==> src/rtl/regbank_write_arbiter.sv <==
// regbank_write_arbiter: round-robin arbiter sharing one bank of 64-bit write-enabled registers.
// Ports: clk, reset (sync, active-high), arb_en (grant enable),
//   req_valid/req_addr/req_data/req_strb -> req_ready (one-hot grant, valid&ready = transfer),
//   reg_q (bank contents) -> reg_we (one-hot write enable), reg_d (shared write data),
//   err_addr (pulse on accepted out-of-range index), err_id (requester of last address error).
// Optional feature: define BYTE_MASK_EN for byte-strobed read-modify-write with forwarding.
module regbank_write_arbiter #(
  parameter int NUM_REQ  = 4,
  parameter int NUM_REGS = 8,
  parameter int ADDR_W   = 3
) (
  input  logic                       clk,
  input  logic                       reset,
  input  logic                       arb_en,
  input  logic [NUM_REQ-1:0]         req_valid,
  input  logic [NUM_REQ*ADDR_W-1:0]  req_addr,
  input  logic [NUM_REQ*64-1:0]      req_data,
  input  logic [NUM_REQ*8-1:0]       req_strb,
  output logic [NUM_REQ-1:0]         req_ready,
  input  logic [NUM_REGS*64-1:0]     reg_q,
  output logic [NUM_REGS-1:0]        reg_we,
  output logic [63:0]                reg_d,
  output logic                       err_addr,
  output logic [2:0]                 err_id
);
  localparam int PW = $clog2(NUM_REQ);
  logic [PW-1:0] rr_ptr, gnt_id;
  logic [PW:0] sum;
  logic [2*NUM_REQ-1:0] rot;
  logic gnt;
  logic [ADDR_W-1:0] sel_addr;
  logic [63:0] sel_data, wr_val;
  logic [7:0] sel_strb;
  logic in_range;
  logic [NUM_REGS-1:0] dec;
  // Rotate the request vector so bit 0 is the requester at rr_ptr; the first set bit wins.
  always_comb begin
    rot = {req_valid, req_valid} >> rr_ptr;
    gnt = 1'b0;
    gnt_id = rr_ptr;
    sum = '0;
    for (int i = 0; i < NUM_REQ; i++) begin
      if (!gnt && rot[i]) begin
        gnt = 1'b1;
        sum = (PW+1)'(rr_ptr) + (PW+1)'(i);
        gnt_id = (sum >= (PW+1)'(NUM_REQ)) ? PW'(sum - (PW+1)'(NUM_REQ)) : PW'(sum);
      end
    end
    gnt = gnt && arb_en && !reset;
  end
  assign req_ready = gnt ? (NUM_REQ'(1) << gnt_id) : '0;
  always_comb begin
    sel_addr = '0;
    sel_data = '0;
    sel_strb = '0;
    for (int i = 0; i < NUM_REQ; i++) begin
      if (req_ready[i]) begin
        sel_addr = req_addr[i*ADDR_W +: ADDR_W];
        sel_data = req_data[i*64 +: 64];
        sel_strb = req_strb[i*8 +: 8];
      end
    end
  end
  assign in_range = 32'(sel_addr) < 32'(NUM_REGS);
  assign dec = NUM_REGS'(1) << sel_addr;
`ifdef BYTE_MASK_EN
  logic [63:0] old;
  // A write to the same register already in the stage has not reached reg_q yet, so forward reg_d.
  always_comb begin
    old = '0;
    for (int r = 0; r < NUM_REGS; r++) begin
      if (dec[r]) old = reg_q[r*64 +: 64];
    end
    if (|(dec & reg_we)) old = reg_d;
    wr_val = sel_data;
    for (int k = 0; k < 8; k++) begin
      wr_val[k*8 +: 8] = sel_strb[k] ? sel_data[k*8 +: 8] : old[k*8 +: 8];
    end
  end
`else
  logic unused;
  assign wr_val = sel_data;
  assign unused = ^{reg_q, sel_strb};
`endif
  always_ff @(posedge clk) begin
    if (reset) begin
      rr_ptr   <= '0;
      reg_we   <= '0;
      reg_d    <= '0;
      err_addr <= 1'b0;
      err_id   <= '0;
    end else begin
      reg_we   <= (gnt && in_range) ? dec : '0;
      err_addr <= gnt && !in_range;
      if (gnt && in_range) reg_d <= wr_val;
      if (gnt && !in_range) err_id <= 3'(gnt_id);
      if (gnt) rr_ptr <= (gnt_id == PW'(NUM_REQ - 1)) ? '0 : gnt_id + 1'b1;
    end
  end
endmodule

==> config.mk <==
export PLATFORM = sky130hd
export DESIGN_NAME = regbank_write_arbiter
export DESIGN_NICKNAME = d
export VERILOG_FILES = /design/src/rtl/regbank_write_arbiter.sv
export SDC_FILE = /design/constraint.sdc
export NUM_CORES = 1
export LEC_CHECK = 0
export ABC_AREA = 1
export CAP_MARGIN = 20
export CORE_AREA = 2 2 352 354
export CTS_CLUSTER_DIAMETER = 100
export CTS_CLUSTER_SIZE = 20
export DETAILED_ROUTE_END_ITERATION = 6
export DIE_AREA = 0 0 354 356
export GPL_ROUTABILITY_DRIVEN = 1
export PLACE_DENSITY = 0.33
export RECOVER_POWER = 100
export SYNTH_ARGS = -nofsm -noshare
export SYNTH_HDL_FRONTEND = slang
export SYNTH_SLANG_ARGS = --single-unit
==> constraint.sdc <==
create_clock -name clk -period 4.4 [get_ports clk]
set_input_delay 0.88 -clock clk [delete_from_list [all_inputs] [get_ports clk]]
set_output_delay 0.88 -clock clk [all_outputs]
set_load 0.005 [all_outputs]
# Yosys cells after proc, flatten, opt, wreduce, memory -nomap -nowiden
# Index checks and enable logic that the tools add are counted.
# op_classes
addsub	8
bitwise_logic	1
n_reduce_logical	10
n_shift	3
n_mux	22
order_cmp	4
n_eq_ne	1
# ops
op	n
64-bit two-way mux	4
2-bit two-way mux	9
3-bit two-way mux	4
3-bit >= comparator (second input constant)	3
1-bit by 3-bit left shift with 8-bit output (first input constant)	1
8-bit by 2-bit >> shifter with 4-bit output	1
2-bit by 1-bit subtractor with 2-bit output (second input constant)	4
2-bit by 2-bit adder with 3-bit output (second input constant)	2
1-bit logical AND	5
1-bit logical NOT	4
1-bit two-way mux	4
4-bit two-way mux	1
1-bit by 2-bit left shift with 4-bit output (first input constant)	1
2-bit by 1-bit adder with 3-bit output (second input constant)	1
2-bit by 3-bit >= comparator with 1-bit output (second input constant)	1
2-bit by 1-bit adder with 2-bit output (second input constant)	1
2-bit == test (second input constant)	1
2-bit OR reduction	1
1-bit inverter	1
# totals
out_inout_bits	80
reg_bits	74
input_bits	819
wordCells	52

# Longest topological paths before layout
# Gate-level depths: netlist (run 1).
# logic_depth
ltp_word	19
depth_mapped	20
ltp_nobuf	18

# Least setup slack after synthesis (run 1)
# OpenSTA, ideal clock, no wires.
# synth_path
path_type	in2out
startpoint	in req_valid[0]
endpoint	out req_ready[1]
n_path_buf	1
arrival_ns	2.701
path_stages	12
required_time_ns	3.520
path_slack_ns	0.819
path_cell_list	nand2_1 nand3_1 nand2_1 nand2_2 inv_4 nand4_1 o21ai_0 xor2_1 ha_1 clkbuf_1 clkinv_1 nor2_4
# synth_between
elab_chain_len	14
word_cells_on_any_way	19
cone_classes	shift (2); mux (9); reduce/logical (8)
# synth_rtl
element	line_no	text
start: declaration	15	input logic [NUM_REQ-1:0] req_valid,
8-bit by 2-bit >> shifter with 4-bit output (*)	38	rot = {req_valid, req_valid} >> rr_ptr;
1-bit two-way mux	43	if (!gnt && rot[i]) begin
1-bit logical NOT	43	
1-bit logical AND	43	
1-bit two-way mux	43	
1-bit logical NOT	43	
1-bit logical AND	43	
1-bit two-way mux	43	
1-bit logical NOT	43	
1-bit logical AND	43	
1-bit two-way mux	43	
1-bit logical AND (2 in a row)	49	gnt = gnt && arb_en && !reset;
4-bit two-way mux (*)	51	assign req_ready = gnt ? (NUM_REQ'(1) << gnt_id) : '0;
end: declaration	19	output logic [NUM_REQ-1:0] req_ready,
# Every way passes the cells marked *; elsewhere a longest branch is shown, timed or not.

# Worst setup path in the final report (run 1)
# layout_path
startpoint	in req_valid[1]
endpoint	out req_ready[3]
# Same word-level chain as after synthesis.

==> summary.md, run 1 <==
| Metric | Value |
|---|---|
| Fmax achieved | 235.9 MHz |
| DR iter-0 viols | roughly 370 |
| Num Clock Sinks | 74 |
| WL met1 | 24.21 mm |
| Ys Warns | 0 |
| Clk buf depth | 2 |
| Worst path required time | 3.52 ns |
| H-tree depth | 3 |
| Filler instances | ~15000 |
| Syn_area_per_cell | 5.474 sq um |
| Slew headroom | 22.19% |
| Overflow after GRT | 0 |
| Top Metal Used | met5 |
| Vias in the first global route | roughly 9000 |
| Largest net degree at the start of global routing | 120 |
| Die area | 126000 sq um |
| GPL Wtd Cong | about 0.78 |
| Routed vias | approximately 9000 |
| Clk slew on worst S/H paths | 0.06 ns |
| Critical Path Start Type | input port |
| CTS buffer count | 9 |
| Arr. time, crit path | around 3.4 ns |
| Reg2reg path depth | 18 |
| RSZ-0062 raised after global routing | true |
| Critical path type | input port to output port |
| Area delta synth->final | 85.50% |
| Dominant synthesized flop cell | dfxtp_1 |
| Cells after Synth | 1214 |
| Drt wl/cell | 17.62 microns |
| Commonest non-fill, non-tap cell in the layout | nand2_1 |
| Tcrit/Tclk final | 96.34% |
| Final hold violations | 0 |
| Non-Filler Instances | between 3000 and 4000 |
| Layout cells sized above 1 | between 4 and 5% |
| Post-synth ARST share | 0% |
| Antenna Nets Post-Route | 0 |
| Synth Cell Area | approximately 6600 sq um |
| Sequential element share of the synthesized area | 22.29% |
| Crit path capture type | output port |
| FF+latch count, synth | 74 |
| Metal3 WL | 7.048 mm |
| Post-synth EDFFs | 0 |
| Hold Path Class | register to register |
| Maximum vdd drop | roughly 0.22 mV |
| Fin util | 10.05% |
| Setup-failing EPs final | 0 |
| Std cell rows | 129 |
| Drt drc | 0 |
| Max Cap Viol | 0 |
| Initial antenna violation count | 55 |
| Drt pass-1 iters | 5 |
| Unique masters post-synth | 30 |
| Most frequent cells in the layout | nand2_1, clkdlybuf4s50_1, nor2_1, nand4_1, inv_1 |
| CTS tree | yes |
| IO buf count | 350 |
| Clock root cell | clkbuf_16 |
| Power Density | approximately 280 nW/um^2 |
| Die X | 354 microns |
| Final slew viol count | 0 |
| Placed cells | 3123 |
| Setup Skew | 0.01229 ns |
| Number of nets in the layout | between 2000 and 2500 |
| Critical path peak fanout | 3 |
| Least-Margin Pin Slew | 1.167 ns |
| Core ar. | 122700 sq um |
| Hold Path Cell Cnt | 2 |
| Dpl ws | 0.09640 ns |
| Die Span Y | 356 microns |
| Post-CTS setup buffers | 0 |
| Final Total Pwr | 3.499 mW |
| Final Worst Setup Slack | 0.1612 ns |
| First-pass GRT wire length | 74.21 mm |
| Status | complete, no violations |
| Vias per cell | 2.853 |
| Sum Neg Setup Slack | 0 ns |
| WL final | 55.41 mm |
| Initial core utilization | 5.417% |
| Clk Latency, worst-skew pair | approximately 0.42 ns |
| Fin crit period | 4.239 ns |
| GRT Overall Usage | 8.646% |
| HPWL Detailed | 43.54 mm |
| Leak | 5.224 nW |
| IO Pins | 899 |
| Routed wl met2 | 22.41 mm |
==> cell usage after synthesis, types with 2 or more instances <==
cell type	n	area share (%)
a21oi_1	72	5.4
a21oi_2	3	0.40
buf_1	9	0.51
buf_2	32	2.4
buf_4	24	2.7
buf_6	4	0.68
clkbuf_1	39	2.2
dfxtp_1	74	22
ha_1	4	0.75
inv_1	144	8.1
inv_2	6	0.34
nand2_1	391	22
nand3_1	29	2.2
nand3_4	2	0.53
nand4_1	174	16
nor2_1	180	10
nor2_4	2	0.34
o21ai_0	11	0.83
o21ai_1	2	0.15
xor2_1	2	0.26
==> power by group <==
group          switching, mW  internal [mW]  leakage, nW  total, mW
combinational           1.21          0.708         4.48       1.92
sequential            0.0318          0.729        0.600      0.761
clock                  0.424          0.398        0.139      0.823
==> stage by stage <==
stage / hold WS, ns / area (sq um)
after global routing: 0.4830 / 12320
after detailed placement: 0.4549 / 12030
final: 0.4615 / 12330
after floorplan: 0.4600 / 6656
after global placement: 0.4531 / 12030
after CTS: 0.4658 / 12300
==> final timing paths <==
check,start,to,slack [ns]
worst min register to register,reg_d[61]$_SDFFE_PP0P_,reg_d[61]$_SDFFE_PP0P_,0.46
worst max-delay path,req_valid[1],req_ready[3],0.16
worst min-delay path,reg_d[61]$_SDFFE_PP0P_,reg_d[61]$_SDFFE_PP0P_,0.46
worst max register to register,rr_ptr[0]$_SDFFE_PP0P_,reg_we[4]$_SDFF_PP0_,0.76
==> worst max-delay path, stage by stage <==
cell             delay [ns]
clkdlybuf4s50_1        0.51
nand2_1                0.08
nand3_1                0.09
nand2_1                0.08
nand2_1                0.08
inv_2                  0.06
o22ai_1                0.16
o21ai_2                0.08
xor2_1                 0.14
buf_4                  0.16
inv_1                  0.12
ha_2                   0.22
nand3_4                0.09
inv_2                  0.07
clkdlybuf4s50_1        0.52
==> registers in the layout (all words and copies together) (netlist names) <==
register / flops
reg_we: 8
reg_d: 64
rr_ptr: 2
==> final cells by class <==
type | count | area, sq um | share of cell area [%]
sequential | 74 | 1481 | 12.02
clock buffer | 10 | 239.0 | 1.939
tap | 1637 | 2048 | 16.62
timing repair buffer | 377 | 3839 | 31.14
clock inverter | 6 | 40.04 | 0.3248
multi-input combinational | 883 | 4085 | 33.14
antenna | 6 | 15.01 | 0.1218
inverter | 152 | 579.3 | 4.700
==> per-layer routing <==
layer / GRT usage (%) / up-vias
met4: 2.466 / 44
met5: 0 / -
met3: 5.280 / 104
met1: 10.64 / 4011
met2: 12.45 / 373
li1: - / 4442
==> logic make-up (layout without fill, tap and decap cells) <==
family	Yosys count	count (layout)	share of synthesized area, %
flip-flops	74	74	22.29
other	1	10	0.05643
XOR/XNOR	2	2	0.2637
buffers and inverters	260	545	17.13
AO/OA/AOI/OAI	89	89	6.892
adder cells (fa/ha/maj)	4	4	0.7532
AND/OR/NAND/NOR	784	784	52.61
==> what timing repair did <==
item	4_1_cts	5_1_grt
endpoints found under the setup margin	0	3
hold buffers	0	0
resized for setup	0	5
No activity file was read; power rests on OpenSTA's default activity.
==> run 2, diff against run 1 <==
==> constraint.sdc (replaced) <==
create_clock -name clk -period 4.4 [get_ports clk]
set_input_delay 0.88 -clock clk [delete_from_list [all_inputs] [get_ports clk]]
set_output_delay 0.88 -clock clk [all_outputs]
set_load 0.1 [all_outputs]
==> summary.md, run 2 (synthesized netlist as in run 1, its figures left out) <==
| Metric | Value |
|---|---|
| Status | complete, but fails checks |
| Failing checks | max-capacitance violations, max-slew violations |
| Power Density | 332.6 nW/um^2 (+17%) |
| Filler instances | 14590 (+0.10%) |
| Number of nets in the layout | 2332 (+0.52%) |
| Most frequent cells in the layout | nand2_1, clkdlybuf4s50_1, nor2_1, nand4_1, inv_1 |
| Top reg by flops | reg_d |
| Placed cells | 3135 (+0.38%) |
| Overflow after GRT | 0 (unchanged) |
| Critical path peak fanout | 10 (+7) |
| Hold bufs inserted after CTS | 0 (unchanged) |
| Drt wl/cell | 17.26 microns (-2.1%) |
| Maximum vdd drop | 0.1932 mV (-14%) |
| CTS tree | yes |
| Die X | 354 microns (unchanged) |
| Core ar. | 122700 sq um (unchanged) |
| Max Cap Viol | 5 (+5) |
| Drt drc | 0 (unchanged) |
| Fin crit period | 4.179 ns (-0.05947 ns) |
| First-pass GRT wire length | 73.32 mm (-1.2%) |
| Antenna Nets Post-Route | 0 (unchanged) |
| Initial core utilization | 5.417% (unchanged) |
| Clk Latency, worst-skew pair | 0.42 ns (about the same) |
| Setup Skew | 0.01810 ns (+0.005808 ns) |
| Post-CTS setup buffers | 0 (unchanged) |
| Clock root cell | clkbuf_16 |
| RSZ-0062 raised after global routing | false |
| GPL Wtd Cong | 0.7691 (-1.3%) |
| DR iter-0 viols | 442 (+20%) |
| Initial antenna violation count | 48 (-13%) |
| Slew headroom | -17.39% (-40 points) |
| Area delta synth->final | 86.82% |
| Crit path capture type | output port |
| Hold Path Class | register to register |
| Vias per cell | 2.832 (-0.74%) |
| Fmax achieved | 239.3 MHz (+1.4%) |
| Critical Path Start Type | input port |
| H-tree depth | 3 (unchanged) |
| IO Pins | 899 (unchanged) |
| HPWL Detailed | 44.62 mm (+2.5%) |
| Commonest non-fill, non-tap cell in the layout | nand2_1 |
| Final hold violations | 0 (unchanged) |
| CTS buffer count | 9 (unchanged) |
| Num Clock Sinks | 74 (unchanged) |
| Die Span Y | 356 microns (unchanged) |
| Sum Neg Setup Slack | 0 ns (unchanged) |
| Setup-failing EPs final | 0 (unchanged) |
| Critical path type | input port to output port |
| Largest net degree at the start of global routing | 93 (-23%) |
| Final slew viol count | 5 (+5) |
| Routed vias | 8953 (-0.23%) |
| Worst path required time | 3.52 ns (about the same) |
| Worst hold slack | 0.4632 ns (+0.001683 ns) |
| IO buf count | 350 (unchanged) |
| Leak | 5.230 nW (+0.11%) |
| Least-Margin Pin Slew | 1.768 ns (+0.6012 ns) |
| Max reg flops | 64 (unchanged) |
| Layout cells sized above 1 | 4.954% (+0.23 points) |
| Std cell rows | 129 (unchanged) |
| Tcrit/Tclk final | 94.98% (-1.4 points) |
| Arr. time, crit path | 3.30 ns (-0.06 ns) |
| WL final | 54.55 mm (-1.6%) |
| Clk slew on worst S/H paths | 0.07 ns (about the same) |
| Biggest registers after layout | reg_d (64), reg_we (8), rr_ptr (2) |
| Clk buf depth | 2 (unchanged) |
| Vias in the first global route | 8857 (+1.3%) |
| GRT Overall Usage | 8.520% (-0.13 points) |
| Non-Filler Instances | 3161 (+0.51%) |
| Die area | 126000 sq um (unchanged) |
| Drt pass-1 iters | 5 (unchanged) |
[run 2: changes by cell type in the layout (fill, tap and decap cells not counted), sizes merged, moves of 3 or more]
cell / previous run / this run
buf: 27 / 36
bufinv: 0 / 3
clkbuf: 11 / 28
diode: 6 / 10
dlygate4sd3: 72 / 59
[run 2: per-stage QoR]
step | total power [mW] | area [sq um] | setup WS (ns) | utilization, %
2_1_floorplan | 2.185 | 6656 | 0.4220 | -
3_3_place_gp | 3.281 | 12140 | 0.1521 | 9.895
3_5_place_dp | 3.278 | 12180 | 0.1310 | 9.928
4_1_cts | 4.336 | 12530 | 0.1273 | 10.21
5_1_grt | 4.446 | 12400 | 0.02273 | 10.11
6_report | 4.129 | 12410 | 0.2207 | 10.12
[run 2: worst max-delay path, cell delays in order]
cell and delay, ns:
clkdlybuf4s50_1 0.44, nand2_1 0.10, nand3_1 0.08, nand2_1 0.12
nand2_2 0.08, inv_4 0.08, nand4_1 0.09, o21ai_0 0.29
xor2_2 0.31, ha_4 0.20, inv_1 0.06, nor2_4 0.27
buf_6 0.28
[run 2: layer usage]
| layer | track usage, % | wire length, microns | up-vias |
|---|---|---|---|
| li1 | - | - | 4481 |
| met1 | 10.48 | 24060 | 3992 |
| met2 | 12.41 | 22830 | 360 |
| met3 | 4.748 | 6426 | 82 |
| met4 | 2.873 | 969 | 38 |
| met5 | 0 | 258 | - |
[run 2: cell type report]
type,instances,area (sq um),share of cell area [%]
Antenna cell,10,25.02,0.2016
Clock inverter,7,123.9,0.9978
Clock buffer,9,225.2,1.814
Sequential cell,74,1481,11.93
Multi-Input combinational cell,883,4068,32.77
Inverter,152,574.3,4.626
Timing Repair Buffer,389,3869,31.16
Tap cell,1637,2048,16.50
[run 2: worst paths after layout]
path / startpoint / end / slack (ns) / cells after the start
worst max register to register: rr_ptr[0]$_SDFFE_PP0P_ / reg_d[48]$_SDFFE_PP0P_ / 0.77 / 20
worst max-delay path: req_valid[3] / req_ready[0] / 0.22 / 13
worst min register to register: reg_d[47]$_SDFFE_PP0P_ / reg_d[47]$_SDFFE_PP0P_ / 0.46 / 2
worst min-delay path: reg_d[47]$_SDFFE_PP0P_ / reg_d[47]$_SDFFE_PP0P_ / 0.46 / 2
[run 2: repair_timing]
item,4_1_cts,5_1_grt
endpoints found under the hold margin,0,0
endpoints found under the setup margin,0,2
resized for setup,0,1
[run 2: power breakdown]
group          total [mW]  switching [mW]  leakage [nW]  internal, mW
clock network        1.00           0.442         0.167         0.561
logic                2.37            1.64          4.46         0.726
registers           0.760          0.0309         0.600         0.729
total                4.13            2.11          5.23          2.02
==> run 3, diff against run 2 <==
--- a/config.mk
+++ b/config.mk
@@ -15,6 +15,7 @@
 export GPL_ROUTABILITY_DRIVEN = 1
 export PLACE_DENSITY = 0.33
 export RECOVER_POWER = 100
+export SLEW_MARGIN = 15
 export SYNTH_ARGS = -nofsm -noshare
 export SYNTH_HDL_FRONTEND = slang
 export SYNTH_SLANG_ARGS = --single-unit
==> results of run 3 <==
No change in the layout: final DEF, timing and power equal those of run 2.
